`src/rtl/imem_loader.sv`:
```
// Boot loader: turns a byte stream (LE word count N, then N LE words) into
// instruction-memory writes. Write strobe follows a word's 4th byte by 1 cycle.
// Backpressure: in_ready is high only in LEN/DATA; bytes offered otherwise wait.
//
// Ports:
//   clk       - single clock, all state changes on the rising edge
//   rst       - synchronous active-low reset
//   start     - one-cycle pulse; begins a load from IDLE, DONE or ERR
//   in_valid  - byte-stream valid
//   in_data   - stream byte
//   in_ready  - byte accepted when in_valid && in_ready at a rising edge
//   wr_en     - instruction memory write strobe (WRITE state only)
//   wr_addr   - word-aligned byte address, BASE_ADDR + 4*k
//   wr_data   - assembled instruction word
//   cpu_hold  - keeps the CPU in reset until a load completes
//   done      - load completed
//   err       - load rejected (word count exceeds IMEM_DEPTH)

module imem_loader #(
  parameter int          IMEM_DEPTH = 1024,
  parameter logic [31:0] BASE_ADDR  = 32'h0
) (
  input  logic        clk,
  input  logic        rst,
  input  logic        start,
  input  logic        in_valid,
  input  logic [7:0]  in_data,
  output logic        in_ready,
  output logic        wr_en,
  output logic [31:0] wr_addr,
  output logic [31:0] wr_data,
  output logic        cpu_hold,
  output logic        done,
  output logic        err
);

  typedef enum logic [2:0] {
    IDLE  = 3'd0,
    LEN   = 3'd1,
    DATA  = 3'd2,
    WRITE = 3'd3,
    DONE  = 3'd4,
    ERR   = 3'd5
  } state_t;

  localparam logic [31:0] DEPTH_W = 32'(IMEM_DEPTH);

  state_t      state;
  state_t      state_nxt;

  logic [1:0]  byte_cnt;    // bytes accepted in the current 4-byte group
  logic [31:0] word_idx;    // 0-based index k of the word being assembled
  logic [31:0] word_total;  // N, latched at the end of the length field
  logic [31:0] partial;     // bytes enter at the top and shift right

  logic        accept;
  logic        last_byte;
  logic [31:0] assembled;
  logic        restart;

  // Little-endian assembly: shifting right means the first byte received
  // ends up in bits [7:0] once all four have arrived.
  assign assembled = {in_data, partial[31:8]};

  assign in_ready  = (state == LEN) || (state == DATA);
  assign accept    = in_valid && in_ready;
  assign last_byte = accept && (byte_cnt == 2'd3);
  assign restart   = start && ((state == IDLE) || (state == DONE) || (state == ERR));

  assign cpu_hold  = (state != DONE);
  assign done      = (state == DONE);
  assign err       = (state == ERR);

  // ---------------------------------------------------------------------
  // State register
  // ---------------------------------------------------------------------
  always_ff @(posedge clk) begin
    if (!rst) begin
      state <= IDLE;
    end else begin
      state <= state_nxt;
    end
  end

  // ---------------------------------------------------------------------
  // Next-state logic and write strobe
  // ---------------------------------------------------------------------
  always_comb begin
    state_nxt = state;
    wr_en     = 1'b0;

    case (state)
      IDLE: begin
        if (start) state_nxt = LEN;
      end

      LEN: begin
        if (last_byte) begin
          if (assembled == 32'd0) begin
            state_nxt = DONE;
          end else if (assembled > DEPTH_W) begin
            state_nxt = ERR;
          end else begin
            state_nxt = DATA;
          end
        end
      end

      DATA: begin
        if (last_byte) state_nxt = WRITE;
      end

      WRITE: begin
        wr_en = 1'b1;
        if ((word_idx + 32'd1) == word_total) begin
          state_nxt = DONE;
        end else begin
          state_nxt = DATA;
        end
      end

      DONE, ERR: begin
        if (start) state_nxt = LEN;
      end

      default: begin
        state_nxt = IDLE;
      end
    endcase
  end

  // ---------------------------------------------------------------------
  // Datapath: byte/word counters, partial word, write address/data
  // ---------------------------------------------------------------------
  always_ff @(posedge clk) begin
    if (!rst) begin
      byte_cnt   <= 2'd0;
      word_idx   <= 32'd0;
      word_total <= 32'd0;
      partial    <= 32'd0;
      wr_addr    <= 32'd0;
      wr_data    <= 32'd0;
    end else begin
      if (restart) begin
        byte_cnt   <= 2'd0;
        word_idx   <= 32'd0;
        word_total <= 32'd0;
        partial    <= 32'd0;
      end

      // The 2-bit counter wraps to 0 on the 4th byte, which leaves it
      // cleared for the next group without an explicit reset.
      if (accept) begin
        partial  <= assembled;
        byte_cnt <= byte_cnt + 2'd1;
      end

      if ((state == LEN) && last_byte) begin
        word_total <= assembled;
      end

      // Address and data are captured with the word's last byte so they
      // are already valid during the single WRITE cycle, and then hold.
      if ((state == DATA) && last_byte) begin
        wr_addr <= BASE_ADDR + {word_idx[29:0], 2'b00};
        wr_data <= assembled;
      end

      if (state == WRITE) begin
        word_idx <= word_idx + 32'd1;
        byte_cnt <= 2'd0;
      end
    end
  end

endmodule

```
`config.mk`:
```
export PLATFORM = sky130hd
export DESIGN_NAME = imem_loader
export DESIGN_NICKNAME = d
export VERILOG_FILES = /design/src/rtl/imem_loader.sv
export SDC_FILE = /design/constraint.sdc
export NUM_CORES = 1
export LEC_CHECK = 0
export BUFFER_PORTS_ARGS = -buffer_cell sky130_fd_sc_hd__buf_2
export CORE_AREA = 5 5 136 138
export DETAILED_ROUTE_END_ITERATION = 10
export DIE_AREA = 0 0 141 143
export RECOVER_POWER = 50
export SYNTH_ARGS = -nofsm -noshare
export SYNTH_HDL_FRONTEND = slang
export SYNTH_SLANG_ARGS = --single-unit
export TNS_END_PERCENT = 100
```
`constraint.sdc`:
```
create_clock -name clk -period 3.4 [get_ports clk]
set_input_delay 0.85 -clock clk [delete_from_list [all_inputs] [get_ports clk]]
set_output_delay 0.85 -clock clk [all_outputs]
set_load 0.03 [all_outputs]
```
# ---- Word level (Yosys, flattened, before mapping)
# Cells that the tools add are included.
dict set report word_totals {
  output_inout_bits 69
  regBits 163
}
dict set report op_classes {
  reduce_logical 16
  n_bitwise 1
  eq_ne 11
  addsub 2
  magnitude_cmp 1
  muxes 14
}
# cell count
set ops {}
lappend ops {{32-bit two-way mux} 4}
lappend ops {{32-bit by 1-bit adder with 32-bit output, second input constant} 1}
lappend ops {{32-bit == test} 1}
lappend ops {{32-bit by 11-bit > comparator with 1-bit output, second input constant} 1}
lappend ops {{32-bit logical NOT} 1}
lappend ops {{3-bit two-way mux} 6}
lappend ops {{3-bit one-hot mux with 4 select lines} 1}
lappend ops {{3-bit by 2-bit == test with 1-bit output, second input constant} 2}
lappend ops {{3-bit == test, second input constant} 2}
lappend ops {{2-bit nonzero test} 3}
lappend ops {{1-bit logical AND} 5}
lappend ops {{2-bit two-way mux} 2}
lappend ops {{2-bit inequality test, second input constant} 2}
lappend ops {{3-bit by 1-bit == test with 1-bit output, second input constant} 1}
lappend ops {{3-bit logical NOT} 1}
lappend ops {{1-bit logical OR} 3}
lappend ops {{3-bit inequality test, second input constant} 1}
lappend ops {{3-bit AND reduction} 1}
lappend ops {{3-bit OR reduction} 1}
lappend ops {{2-bit by 1-bit adder with 2-bit output, second input constant} 1}
lappend ops {{2-bit == test, second input constant} 1}
lappend ops {{2-bit by 1-bit inequality test with 1-bit output, second input constant} 1}
lappend ops {{2-bit OR reduction} 1}
lappend ops {{1-bit two-way mux} 1}
lappend ops {{1-bit NOT} 1}

# ---- Logic depth before layout (Yosys ltp)
dict set report depth {
  ltp_word 6
  mapped_depth 11
  ltp_nobuf 9
}

# ---- Least setup slack after synthesis
# Ideal clock, no wire load.
dict set report synth_timing {
  kind {register -> register}
  from {reg word_idx[5]}
  to {reg state[1]}
  n_path_buf 1
  period_less_slack_ns 2.509
  t_arrival_ns 2.373
  path_slack_ns 0.891
  stages_incl_launch_ff 10
  setup_ns 0.136
  cell_sequence {dfxtp_1 -> buf_2 -> nand3_2 -> or4_4 -> nor2_2 -> mux2_2 -> nor4_1 -> nand4_1 -> nor4_2 -> a31oi_1}
}
dict set report synth_between {
  elab_chain_len 4
}
# element line_no
set synth_lines {}
lappend synth_lines {{start, declared} 52} ;# logic [31:0] word_idx;
lappend synth_lines {{start signal, assigned} 170} ;# word_idx <= word_idx + 32'd1;
lappend synth_lines {{32-bit by 1-bit adder with 32-bit output} 115} ;# if ((word_idx + 32'd1) == word_total) begin
lappend synth_lines {{32-bit == test} 115}
lappend synth_lines {{3-bit two-way mux} 115}
lappend synth_lines {{3-bit one-hot mux with 4 select lines} 92} ;# case (state)
lappend synth_lines {{end signal, assigned} 81} ;# state <= state_nxt;
lappend synth_lines {{end, declared} 48} ;# state_t state;
# Every way passes these cells.
# A chain may end at the register's enable or synchronous reset.

# ---- Final worst setup path
dict set report layout_timing {
  from {reg state[0]}
  to {out wr_en}
}
dict set report layout_between {
  elab_chain_len 2
}
# element line_no
set layout_lines {}
lappend layout_lines {{3-bit by 2-bit == test with 1-bit output} 92}
lappend layout_lines {{1-bit two-way mux} 92}
lappend layout_lines {{end, declared} 29} ;# output logic wr_en,
# Every way passes these cells.

==> summary.md <==
| Metric | Value |
|---|---|
| Status | `completed` |
| Post-synthesis mux area share | `0.00696` |
| Setup tns final | `0 ns` |
| CTS root buffer | `clkbuf_16` |
| Final Slew Violations | `0` |
| PwrDens | `480 nW/µm²` |
| Total Power | `4100 µW` |
| Antenna violations before repair | `0` |
| Synthesized-area fraction occupied by adder cells | `0.00331` |
| Multi-input logic area | `4090 µm²` |
| Clock power frac | `0.454` |
| Worst slew pin tran | `1.37 ns` |
| Ant. Diodes | `0` |
| Placer Congestion | `0.916` |
| Hold WS | `0.461 ns` |
| Routed vias/inst | `5.43` |
| Die X | `141 µm` |
| Reg2reg start | `word_idx[4]$_SDFFE_PN0P_` |
| Antenna viol nets, final | `0` |
| Share of total power in sequential cells | `0.456` |
| Core area | `17,100 µm²` |
| Leak | `0.00288 µW` |
| Nets | `974` |
| Register area | `3100 µm²` |
| Row count | `48` |
| PortBufs | `78` |
| Fin Clk Skew | `0.0110 ns` |
| Commonest cells post-synth | `nand2_1 (196), dfxtp_1 (155), a21boi_0 (91)` |
| Crit path kind | `reg -> out` |
| Origin of the worst min-delay path | `wr_addr[24]$_SDFFE_PN0P_` |
| Max cap viols | `0` |
| Cells after Synth | `920` |
| Initial DRC count | `579` |
| Most frequent cell after synthesis | `nand2_1` |
| Worst path cell trace | `nor2b_1 -> nand2_1 -> clkinv_1 -> buf_4 -> buf_2` |
| Sw frac | `0.269` |
| Largest net degree at the start of global routing | `69` |
| Sequential share of the synthesized area | `0.411` |
| RSZ-0062 raised after global routing | `false` |
| Initial Utilization | `0.443` |
| Via count | `6,503` |
| Placed inst area | `8060 µm²` |
| Number of global-route vias before repair | `6,092` |
| Endpoints failing hold | `0` |
| Dominant synthesized flop cell | `dfxtp_1` |
| Sink of the worst hold path | `wr_addr[24]$_SDFFE_PN0P_` |
| CTS tree | `built` |
| P_sw | `1100 µW` |
| Main combinational cell family by area after synthesis | `simple AND/OR/NAND/NOR gates` |
| Synth area leader | `dfxtp_1` |
| Total grt overflow | `0` |
| DRT Pass-1 Iters | `5` |
| VDD IR max | `0.359 mV` |
| CTS HTree Levels | `4` |
| Synth Area in Simple Gates | `0.286` |
| I/O Pins | `81` |
| Clock buffer count from CTS | `17` |
| Critical Path Sink Type | `output pin` |
| Drt total wl | `20,400 µm` |
| Worst-path clk slew | `0.06 ns` |
| Final Core Density | `0.501` |
| Internal Power | `3000 µW` |
| Part of the cycle the worst path needs | `0.897` |
| Hold Path Stages | `2` |
| Post-CTS Setup Bufs | `0` |
| Cell variety after synth | `62` |
| Reg2Reg Depth | `8` |
| Kind of cell adding the most delay to the critical path | `simple AND/OR/NAND/NOR gates` |
| Final min period | `3.05 ns` |
| Area delta synth->final | `13.2%` |
| Clk sink count | `155` |
| Post-synthesis async set-or-reset flop share | `0` |
| Residual DRC | `0` |
| HPWL Detailed | `13,700 µm` |
| Slew headroom | `0.0850` |
| Setup violators final | `0` |
| Fill cells | `1,727` |
| Cts hold-fix bufs | `0` |
| Register bit total from synthesis | `155` |
| Combinational power share | `0.090` |
| Compound-Gate Fraction of Synth Area | `0.187` |
| # resized after CTS | `0` |
| GR Util All Layers | `0.206` |
| Final Instance Area | `8550 µm²` |
| Clock Latency Late Sink | `0.43 ns` |
| XOR/XNOR share of the synthesized area | `0.0557` |
| R2R Setup Slk | `0.53 ns` |
| Post-synth top area share | `0.411` |
| Avg WL per Cell | `17.0 µm` |
| Data arrival time of the worst path | `2.20 ns` |
| DIE HEIGHT | `143 µm` |
| Top cells by area, synth | `dfxtp_1 (41%), nand2_1 (9.7%), a21boi_0 (9.0%)` |
| CP Buf/Inv Count | `3` |
| CP max stage delay | `0.48 ns` |
| Req. time, crit path | `2.55 ns` |
| Share of cells above drive strength 1 | `0.0915` |
| Min-delay worst type | `reg -> reg` |
| Largest fanout on the critical path | `13` |
| F_max | `328 MHz` |
| Synth Area per Inst | `8.21 µm²` |
| Reg2reg end | `state[1]$_SDFFE_PN0P_` |
| Slowest-stage cell, CP | `dfxtp_1` |
| CTS Buffer Depth | `2` |
| First-pass GRT wire length | `33,100 µm` |
| Yosys warnings | `0` |
| CP startpoint kind | `register` |
| Die Area | `20,200 µm²` |
| Number of synthesized flops with an enable pin | `0` |
| Synth Cell Area | `7550 µm²` |
[routing by layer]
layer | up-vias | GRT usage | share of wire
met1 | 3040 | 0.289 | 0.49
met3 | 27 | 0.0415 | 0.049
met5 | - | 0 | 0
li1 | 3266 | - | -
met4 | 0 | 0.0719 | 0.020
met2 | 170 | 0.318 | 0.44
[flip-flops by register name, indices dropped and copies added, names as in the netlist]
name,cells
wr_data,32
partial,24
byte_cnt,2
wr_addr,30
word_total,32
word_idx,32
state,3
[how the worst max path moves through the flow]
stage                              from                     to  slack, ns  depth (start not counted)
2_1_floorplan  word_idx[5]$_SDFFE_PN0P_  state[1]$_SDFFE_PN0P_       0.89                          9
3_3_place_gp   word_idx[4]$_SDFFE_PN0P_  state[1]$_SDFFE_PN0P_       0.61                          8
3_5_place_dp   word_idx[4]$_SDFFE_PN0P_  state[1]$_SDFFE_PN0P_       0.53                          8
4_1_cts           state[0]$_SDFFE_PN0P_                  wr_en       0.39                          5
5_1_grt           state[0]$_SDFFE_PN0P_                  wr_en       0.24                          5
6_report          state[0]$_SDFFE_PN0P_                  wr_en       0.35                          5
[cell type report]
| cell class | instances | share of cell area |
|---|---|---|
| Clock buffer | 20 | 0.0534 |
| Clock inverter | 12 | 0.0130 |
| Inverter | 9 | 0.00395 |
| Multi-Input combinational cell | 680 | 0.479 |
| Sequential cell | 155 | 0.363 |
| Tap cell | 225 | 0.0329 |
| Timing Repair Buffer | 97 | 0.0548 |
[power groups by stage]
stage | Sequential (µW) | Combinational [µW] | Clock (µW)
3_5_place_dp | 1910 | 367 | 0
3_3_place_gp | 1910 | 368 | 0
4_1_cts | 1870 | 368 | 1900
5_1_grt | 1870 | 404 | 1970
2_1_floorplan | 1890 | 271 | 0
6_report | 1870 | 370 | 1860
[per-stage QoR]
step,setup slack [ns],std cells
finish,0.349,1198
global route,0.237,1198
CTS,0.392,1198
detailed placement,0.529,1166
global placement,0.607,1166
floorplan,0.891,921
[worst register-to-register path, stage by stage, from the launching register on]
cell and delay (ns):
dfxtp_1 0.48, nand3_2 0.30, or4_4 0.65, nor2_2 0.19, mux2_2 0.35, nor4_1 0.27
nand4_1 0.15, nor4_2 0.24, a31oi_1 0.12
[logic make-up after synthesis]
kind of cell,Yosys count
flip-flops,155
other,1
multiplexers,5
adder cells (fa/ha/maj),2
AND/OR/NAND/NOR,422
XOR/XNOR,48
buffers and inverters,86
AO/OA/AOI/OAI,201
[cells in the final DEF (no fill, tap or decap), types with 3 or more instances in the layout]
master and count:
and3b_1 3, nor4_1 15, dfxtp_1 155, buf_4 18
o211a_1 3, and3_1 6, buf_2 15, xnor2_1 31
nor2b_1 51, o211ai_1 4, nor4_4 3, nand4_1 16
xor2_1 17, nor2_1 25, o21a_1 4, nand3b_1 3
clkbuf_16 17, and4_1 3, a21oi_1 29, inv_6 5
o31ai_1 4, a21boi_0 91, a22oi_1 33, clkinvlp_4 3
clkbuf_1 63, o21ai_0 15, nand2_1 196, inv_1 8
nand3_2 4, a31oi_1 4, clkinv_2 3, nor3_1 23
nand3_1 48, and2_1 4, mux2i_1 3
No activity file was read; power rests on OpenSTA's default activity.
